**config.mk**
```make
export PLATFORM = sky130hd
export DESIGN_NAME = keypad_scanner
export DESIGN_NICKNAME = d
export VERILOG_FILES = /design/src/rtl/keypad_pkg.sv /design/src/rtl/sync_2ff.sv /design/src/rtl/keypad_scanner.sv
export SDC_FILE = /design/constraint.sdc
export NUM_CORES = 1
export LEC_CHECK = 0
export CAP_MARGIN = 25
export CORE_UTILIZATION = 60
export CTS_BUF_LIST = sky130_fd_sc_hd__clkbuf_2 sky130_fd_sc_hd__clkbuf_4 sky130_fd_sc_hd__clkbuf_8
export DETAILED_ROUTE_END_ITERATION = 8
export MAX_ROUTING_LAYER = met4
export PLACE_DENSITY = 0.79
export SYNTH_ARGS = -nofsm -noshare
export SYNTH_HDL_FRONTEND = slang
export SYNTH_SLANG_ARGS = --single-unit
```
**constraint.sdc**
```tcl
create_clock -name clk -period 2.7 [get_ports clk]
set_input_delay 0.27 -clock clk [delete_from_list [all_inputs] [get_ports clk]]
set_output_delay 0.27 -clock clk [all_outputs]
set_load 0.01 [all_outputs]
```
**src/rtl/keypad_pkg.sv**
```systemverilog
// rtl/keypad_pkg.sv - shared keypad FSM states, one-hot column/row constants and helpers
package keypad_pkg;

  typedef enum logic [1:0] {
    ST_SCAN       = 2'd0,
    ST_PRESS_DB   = 2'd1,
    ST_PRESSED    = 2'd2,
    ST_RELEASE_DB = 2'd3
  } state_e;

  localparam logic [3:0] COL0 = 4'b0001;
  localparam logic [3:0] COL1 = 4'b0010;
  localparam logic [3:0] COL2 = 4'b0100;
  localparam logic [3:0] COL3 = 4'b1000;
  localparam logic [3:0] ROW0 = 4'b0001;
  localparam logic [3:0] ROW1 = 4'b0010;
  localparam logic [3:0] ROW2 = 4'b0100;
  localparam logic [3:0] ROW3 = 4'b1000;

  function automatic logic [3:0] next_col(input logic [3:0] c);
    return {c[2:0], c[3]};
  endfunction

  function automatic logic is_onehot4(input logic [3:0] v);
    return (v != 4'b0000) && ((v & (v - 4'b0001)) == 4'b0000);
  endfunction

endpackage

```
**src/rtl/sync_2ff.sv**
```systemverilog
// rtl/sync_2ff.sv - two-flop synchronizer for asynchronous level inputs
module sync_2ff #(
  parameter int WIDTH = 4
) (
  input  logic             clk,
  input  logic             reset,
  input  logic [WIDTH-1:0] d,
  output logic [WIDTH-1:0] q
);

  logic [WIDTH-1:0] meta;

  always_ff @(posedge clk) begin
    if (reset) begin
      meta <= '0;
      q    <= '0;
    end else begin
      meta <= d;
      q    <= meta;
    end
  end

endmodule

```
**src/rtl/keypad_scanner.sv**
```systemverilog
// rtl/keypad_scanner.sv - 4x4 keypad column scanner with press/release debounce
module keypad_scanner
  import keypad_pkg::*;
#(
  parameter int SCAN_DIV       = 1000,
  parameter int DEBOUNCE_COUNT = 20000
) (
  input  logic       clk,
  input  logic       reset,
  input  logic [3:0] rows_in,
  output logic [3:0] col_drive,
  output logic [3:0] key_cols,
  output logic [3:0] key_rows,
  output logic       key_valid,
  output logic       key_down
);

  localparam int DWW = $clog2(SCAN_DIV);
  localparam int DBW = $clog2(DEBOUNCE_COUNT);
  localparam logic [DWW-1:0] DWELL_LAST = DWW'(SCAN_DIV - 1);
  localparam logic [DBW-1:0] DEB_LAST   = DBW'(DEBOUNCE_COUNT - 1);

  logic [3:0]     rows_s;
  state_e         state;
  logic [DWW-1:0] dwell_cnt;
  logic [DBW-1:0] deb_cnt;
  logic [3:0]     cap_rows;
  logic [3:0]     cap_cols;

  sync_2ff #(.WIDTH(4)) u_sync (
    .clk   (clk),
    .reset (reset),
    .d     (rows_in),
    .q     (rows_s)
  );

  always_ff @(posedge clk) begin
    if (reset) begin
      state     <= ST_SCAN;
      col_drive <= COL0;
      dwell_cnt <= '0;
      deb_cnt   <= '0;
      cap_rows  <= '0;
      cap_cols  <= '0;
      key_cols  <= '0;
      key_rows  <= '0;
      key_valid <= 1'b0;
      key_down  <= 1'b0;
    end else begin
      key_valid <= 1'b0;
      case (state)
        ST_SCAN: begin
          // rows are only trusted at the end of the dwell, once the column has settled
          if (dwell_cnt == DWELL_LAST) begin
            dwell_cnt <= '0;
            if (is_onehot4(rows_s)) begin
              cap_rows <= rows_s;
              cap_cols <= col_drive;
              deb_cnt  <= '0;
              state    <= ST_PRESS_DB;
            end else begin
              col_drive <= next_col(col_drive);
            end
          end else begin
            dwell_cnt <= dwell_cnt + 1'b1;
          end
        end

        ST_PRESS_DB: begin
          if (rows_s != cap_rows) begin
            col_drive <= next_col(col_drive);
            dwell_cnt <= '0;
            deb_cnt   <= '0;
            state     <= ST_SCAN;
          end else if (deb_cnt == DEB_LAST) begin
            key_cols  <= cap_cols;
            key_rows  <= cap_rows;
            key_down  <= 1'b1;
            key_valid <= 1'b1;
            deb_cnt   <= '0;
            state     <= ST_PRESSED;
          end else begin
            deb_cnt <= deb_cnt + 1'b1;
          end
        end

        ST_PRESSED: begin
          // a second key joining the held one is deliberately ignored
          if (rows_s == 4'b0000) begin
            deb_cnt <= '0;
            state   <= ST_RELEASE_DB;
          end
        end

        ST_RELEASE_DB: begin
          if (rows_s != 4'b0000) begin
            deb_cnt <= '0;
            state   <= ST_PRESSED;
          end else if (deb_cnt == DEB_LAST) begin
            key_cols  <= '0;
            key_rows  <= '0;
            key_down  <= 1'b0;
            col_drive <= next_col(col_drive);
            dwell_cnt <= '0;
            deb_cnt   <= '0;
            state     <= ST_SCAN;
          end else begin
            deb_cnt <= deb_cnt + 1'b1;
          end
        end

        default: begin
          state <= ST_SCAN;
        end
      endcase
    end
  end

endmodule

```
* Yosys cells after proc, flatten, opt, wreduce, memory -nomap -nowiden
Index checks and enable logic that the tools add are counted.
** Cells by class
- $add $sub $neg :: 3
- Eq/ne operators :: 17
- Muxes and demuxes :: 40
- Bitwise operators :: 2
- Reduce and logical (&&, ||, !) cells :: 14
** Operator list (number)
- two-way mux 15 bit :: 6
- one-hot mux 15 bit (4 select lines) :: 1
- two-way mux 4 bit :: 11
- two-way mux 10 bit :: 4
- one-hot mux 10 bit (3 select lines) :: 1
- != test 2 bit, second input constant :: 9
- one-hot mux 4 bit (2 select lines) :: 2
- adder 15 x 1 -> 15 bit, second input constant :: 1
- equality test 15 bit, second input constant :: 1
- two-way mux 2 bit :: 7
- one-hot mux 4 bit (3 select lines) :: 1
- adder 10 x 1 -> 10 bit, second input constant :: 1
- equality test 10 bit, second input constant :: 1
- AND reduction 5 bit :: 2
- zero test 4 bit :: 2
- one-hot mux 2 bit (4 select lines) :: 1
- != test 3 bit, second input constant :: 2
- AND reduction 3 bit :: 2
- AND reduction 6 bit :: 1
- two-way mux 1 bit :: 5
- bitwise AND 4 bit :: 1
- equality test 2 bit, second input constant :: 2
- != test 4 bit :: 1
- AND reduction 4 bit :: 1
- other kinds (10) :: 10
** Word-level totals
- Flip-flop bits (word level) :: 57
- Output and inout port bits :: 14

* Depth between registers and ports, before layout
- Word-level depth :: 7
- Mapped depth :: 8

* Modules after synthesis
A second synthesis with hierarchy kept.
** Unflattened totals
- Cell total of the unflattened synthesis :: 306
- Area total of the unflattened synthesis :: 2736.4 µm²
** By module, submodules not included
- keypad_scanner :: instances 1, cells each 290, area each 2526.2 µm², seq. area each 980.9 µm²
- sync_2ff :: instances 1, cells each 16, area each 210.2 µm², seq. area each 160.2 µm²

* Least setup slack after synthesis
Ideal clock, no wire load.
- Path type :: flip-flop to flip-flop
- From :: register dwell_cnt[0]
- To :: register deb_cnt[3]
- Setup time :: 70 ps
- Arrival :: 2005 ps
- Required time :: 2630 ps
- Slack :: 625 ps
- Stages on the path, launching flop included :: 9
- Buffers on the path :: 1
- Clock period less this slack :: 2075 ps
- Path through :: dfxtp_1 ha_1 nand4_1 nor4_2 o2111ai_1 and2_1 clkbuf_1 or3_1 a21oi_1
** Between the ends
- Cells in the longest elaborated chain, start to end :: 3
** Ends and longest elaborated chain
- start: declaration :: line keypad_scanner.sv:25 : logic [DWW-1:0] dwell_cnt;
- start signal: assignment :: line keypad_scanner.sv:65 : dwell_cnt <= dwell_cnt + 1'b1;
- equality test 10 bit :: line keypad_scanner.sv:54 : if (dwell_cnt == DWELL_LAST) begin
- != test 2 bit (no line)
- AND reduction 3 bit (no line)
- end signal: assignment :: line keypad_scanner.sv:83 : deb_cnt <= deb_cnt + 1'b1;
- end signal: assignment :: line keypad_scanner.sv:108 : deb_cnt <= deb_cnt + 1'b1;
- end: declaration :: line keypad_scanner.sv:26 : logic [DBW-1:0] deb_cnt;
No other way between the ends.
A chain may end at the register's enable or synchronous reset.

* Worst setup path after layout
- From :: register dwell_cnt[0]
- To :: register deb_cnt[6]
The elaborated chain is that of the path after synthesis.

==> metrics <==
final max-slew violation count 0; htree depth 3; leading cell type in the layout, fill and taps excluded dfxtp_1; fraction of the yosys area taken by sequential cells 0.454; vias in the first global route 1969; setup repair after global routing missed its margin false; Internal 1.43 mW; total of fill cells in the finished design 306; VDD IR-drop max 0.421 mV; final worst-path cycle share 0.909; total standard cell area after synthesis 0.00251 sq mm; Relative slew margins 0.573; CTS buffer count 9; minimum setup slack after placement 0.211 ns; sum of negative setup slack 0 ns; combined buffer and inverter count along the critical path 0; signal arrival time at the worst endpoint 2.72 ns; Total Nets Final 321; largest stage delay on the critical path 0.46 ns; floorplan die area 0.00445 sq mm; placer congestion estimate 0.923; DRC violations left 0; Yosys warning total 0; post-layout total power 1.79 mW; count of unique library cells instantiated by Yosys 42; CTS tree yes; clock network fraction of design power 0.489; HPWL after DPL 3440 microns; antenna violation net count after detailed routing 0; crit-path leading delay family simple AND/OR/NAND/NOR gates; sequential cell fraction of total power 0.480; area grow syn2layout 18.2%; antenna diode count 0; clock sink total 57; GR Overflow Total 0; max-capacitance violation count 0; Final Hold Viols 0; net switching component of the power 357 uW; pin slew with the least headroom to its limit 0.625 ns; row count 23; Vias 2182; R2R cell count 7; instance count of the mapped netlist 291; count of flip-flops with a built-in enable after synthesis 0; width of the chip 66.7 microns; first-pass iteration count of the detailed router 4; ratio of routed vias to standard cells 5.96; worst-path maximum fanout 12; pin count of the biggest net entering global routing 50; core utilization of the finished layout 0.743; Avg WL per Cell 14.6 microns; post-synthesis sequential element count 57; Max Clock Skew 0.00496 ns; category of the worst setup path launch point flop; cell with the largest stage delay on the worst path or4_1; Clk pin slew, worst setup/hold paths 0.06 ns; fraction of synthesis flops using an asynchronous set or reset pin 0; global-route wire length before repair 8800 microns; number of DRC markers after the initial detailed-route iteration 148; Final min period 2.46 ns; power per unit of standard cell area 602 mW/mm^2; depth of the worst hold-timing path 1; worst path required time 2.97 ns; Hold/Removal Path Class flop to flop; kind of critical path flop to flop; slack of the critical path 0.245 ns; quantity of hold-fixing buffers added after cts 0; Levels on crit path 7; crit-path cells ha_1, nand4_1, nor4_2, o2111ai_2, and2_1, or4_1, a21oi_1; Comb pwr share 0.031; endpoint type of the worst setup path flop; I/O Pins 20; run status complete, no violations; Finish-stage setup viols 0; most frequent cells in the layout 57 x dfxtp_1, 32 x nor2_1, 30 x a21oi_1, 24 x nand3_1, 19 x clkdlybuf4s50_1; floorplan die height 66.7 microns; Sw Share 0.200; Mapped Nets 299; final WL 5360 microns; share of layout cells above drive strength 1 0.0791; starting density of the core 0.628; number of buffers inserted by port buffering 19; core outline area 0.00400 sq mm; maximum number of buffers from clock root to sink 2; timing-limited maximum frequency 407 MHz; antenna violations before repair 0; leakage power 1.04 nW; mean instance size in the synthesized netlist 8.64 sq um; clock latency of the later-clocked register in the worst-skew pair 0.33 ns; root buf cell clkbuf_8; total track usage 0.274; dominant synthesized flop cell dfxtp_1
## routing by layer
metal  wire (microns)  part of all wire  track usage  up-vias
met4               97             0.018        0.173        0
met2             2540              0.47        0.419       56
met5                0                 0            -        -
met3              219             0.041       0.0479       11
li1                 -                 -            -     1098
met1             2500              0.47        0.334     1017
## path summary, 6_finish.rpt
| kind | from | end | slack, ns |
|---|---|---|---|
| setup / recovery | dwell_cnt[0]$_SDFFE_PP0P_ | deb_cnt[6]$_SDFFE_PP0P_ | 0.24 |
| hold / removal | u_sync.meta[0]$_SDFF_PP0_ | u_sync.q[0]$_SDFF_PP0_ | 0.43 |
| setup reg to reg | dwell_cnt[0]$_SDFFE_PP0P_ | deb_cnt[6]$_SDFFE_PP0P_ | 0.24 |
| hold reg to reg | u_sync.meta[0]$_SDFF_PP0_ | u_sync.q[0]$_SDFF_PP0_ | 0.43 |
## what timing repair did
| item | 4_1_cts | 5_1_grt |
|---|---|---|
| setup buffers | 0 | 0 |
| endpoints found under the setup margin | 0 | 2 |
| endpoints found under the hold margin | 0 | 0 |
| resized for setup | 0 | 1 |
## worst reg2reg max path, delay by kind of cell (launching register included)
family	cells	cell delay, ns
and+or+nand+nor	4	1.38
DFF	1	0.37
adders and majority gates	1	0.22
AOI/OAI and AO/OA	2	0.44
## synthesized netlist by cell type (8+ instances only)
library cell	number	area share
dfxtp_1	57	0.45
nor2_1	32	0.048
a21oi_1	30	0.060
nand3_1	24	0.048
nand2_1	18	0.027
o21ai_0	14	0.028
mux2i_1	11	0.044
clkbuf_1	10	0.015
nor2b_1	10	0.025
and3_1	8	0.020
nor3_1	8	0.016
xnor2_1	8	0.028
## kinds of logic after synthesis
| group | after synthesis | share of synthesized area |
|---|---|---|
| xor+xnor | 10 | 0.0348 |
| buf+inv | 15 | 0.0234 |
| simple gates | 130 | 0.277 |
| mux | 12 | 0.0483 |
| flops | 57 | 0.454 |
| fa+ha+maj | 2 | 0.00995 |
| compound gates | 65 | 0.152 |
## state kept, by name, summed over array words and instances, names as in the netlist
name         flops
key_down         1
key_rows         4
key_cols         4
key_valid        1
state            2
dwell_cnt       10
col_drive        4
cap_rows         4
deb_cnt         15
u_sync.q         4
cap_cols         4
u_sync.meta      4
## power by group through the flow
stage	Sequential, mW	Combinational (mW)	Clock (mW)
2_1_floorplan	0.875	0.0359	0
3_3_place_gp	0.877	0.0541	0
3_5_place_dp	0.877	0.0545	0
4_1_cts	0.859	0.0549	0.888
5_1_grt	0.860	0.0615	0.919
6_report	0.859	0.0552	0.875
## metrics by stage
stage	hold slack, ns	std cells	cell area [sq um]
CTS	0.437	366	2970
finish	0.435	366	2970
detailed placement	0.423	352	2750
floorplan	0.398	291	2510
global route	0.463	366	2970
global placement	0.418	352	2750
## layout make-up
class                      count  area (sq um)  share of cell area
clock buffer                  11           151              0.0509
clock inverter                 3          65.1              0.0219
inverter                       3          11.3             0.00379
multi-input combinational    219          1320               0.444
sequential                    57          1140               0.384
tap                           50          62.6              0.0211
timing repair buffer          23           220              0.0741
Note: power is estimated with default switching activity, not from simulation.
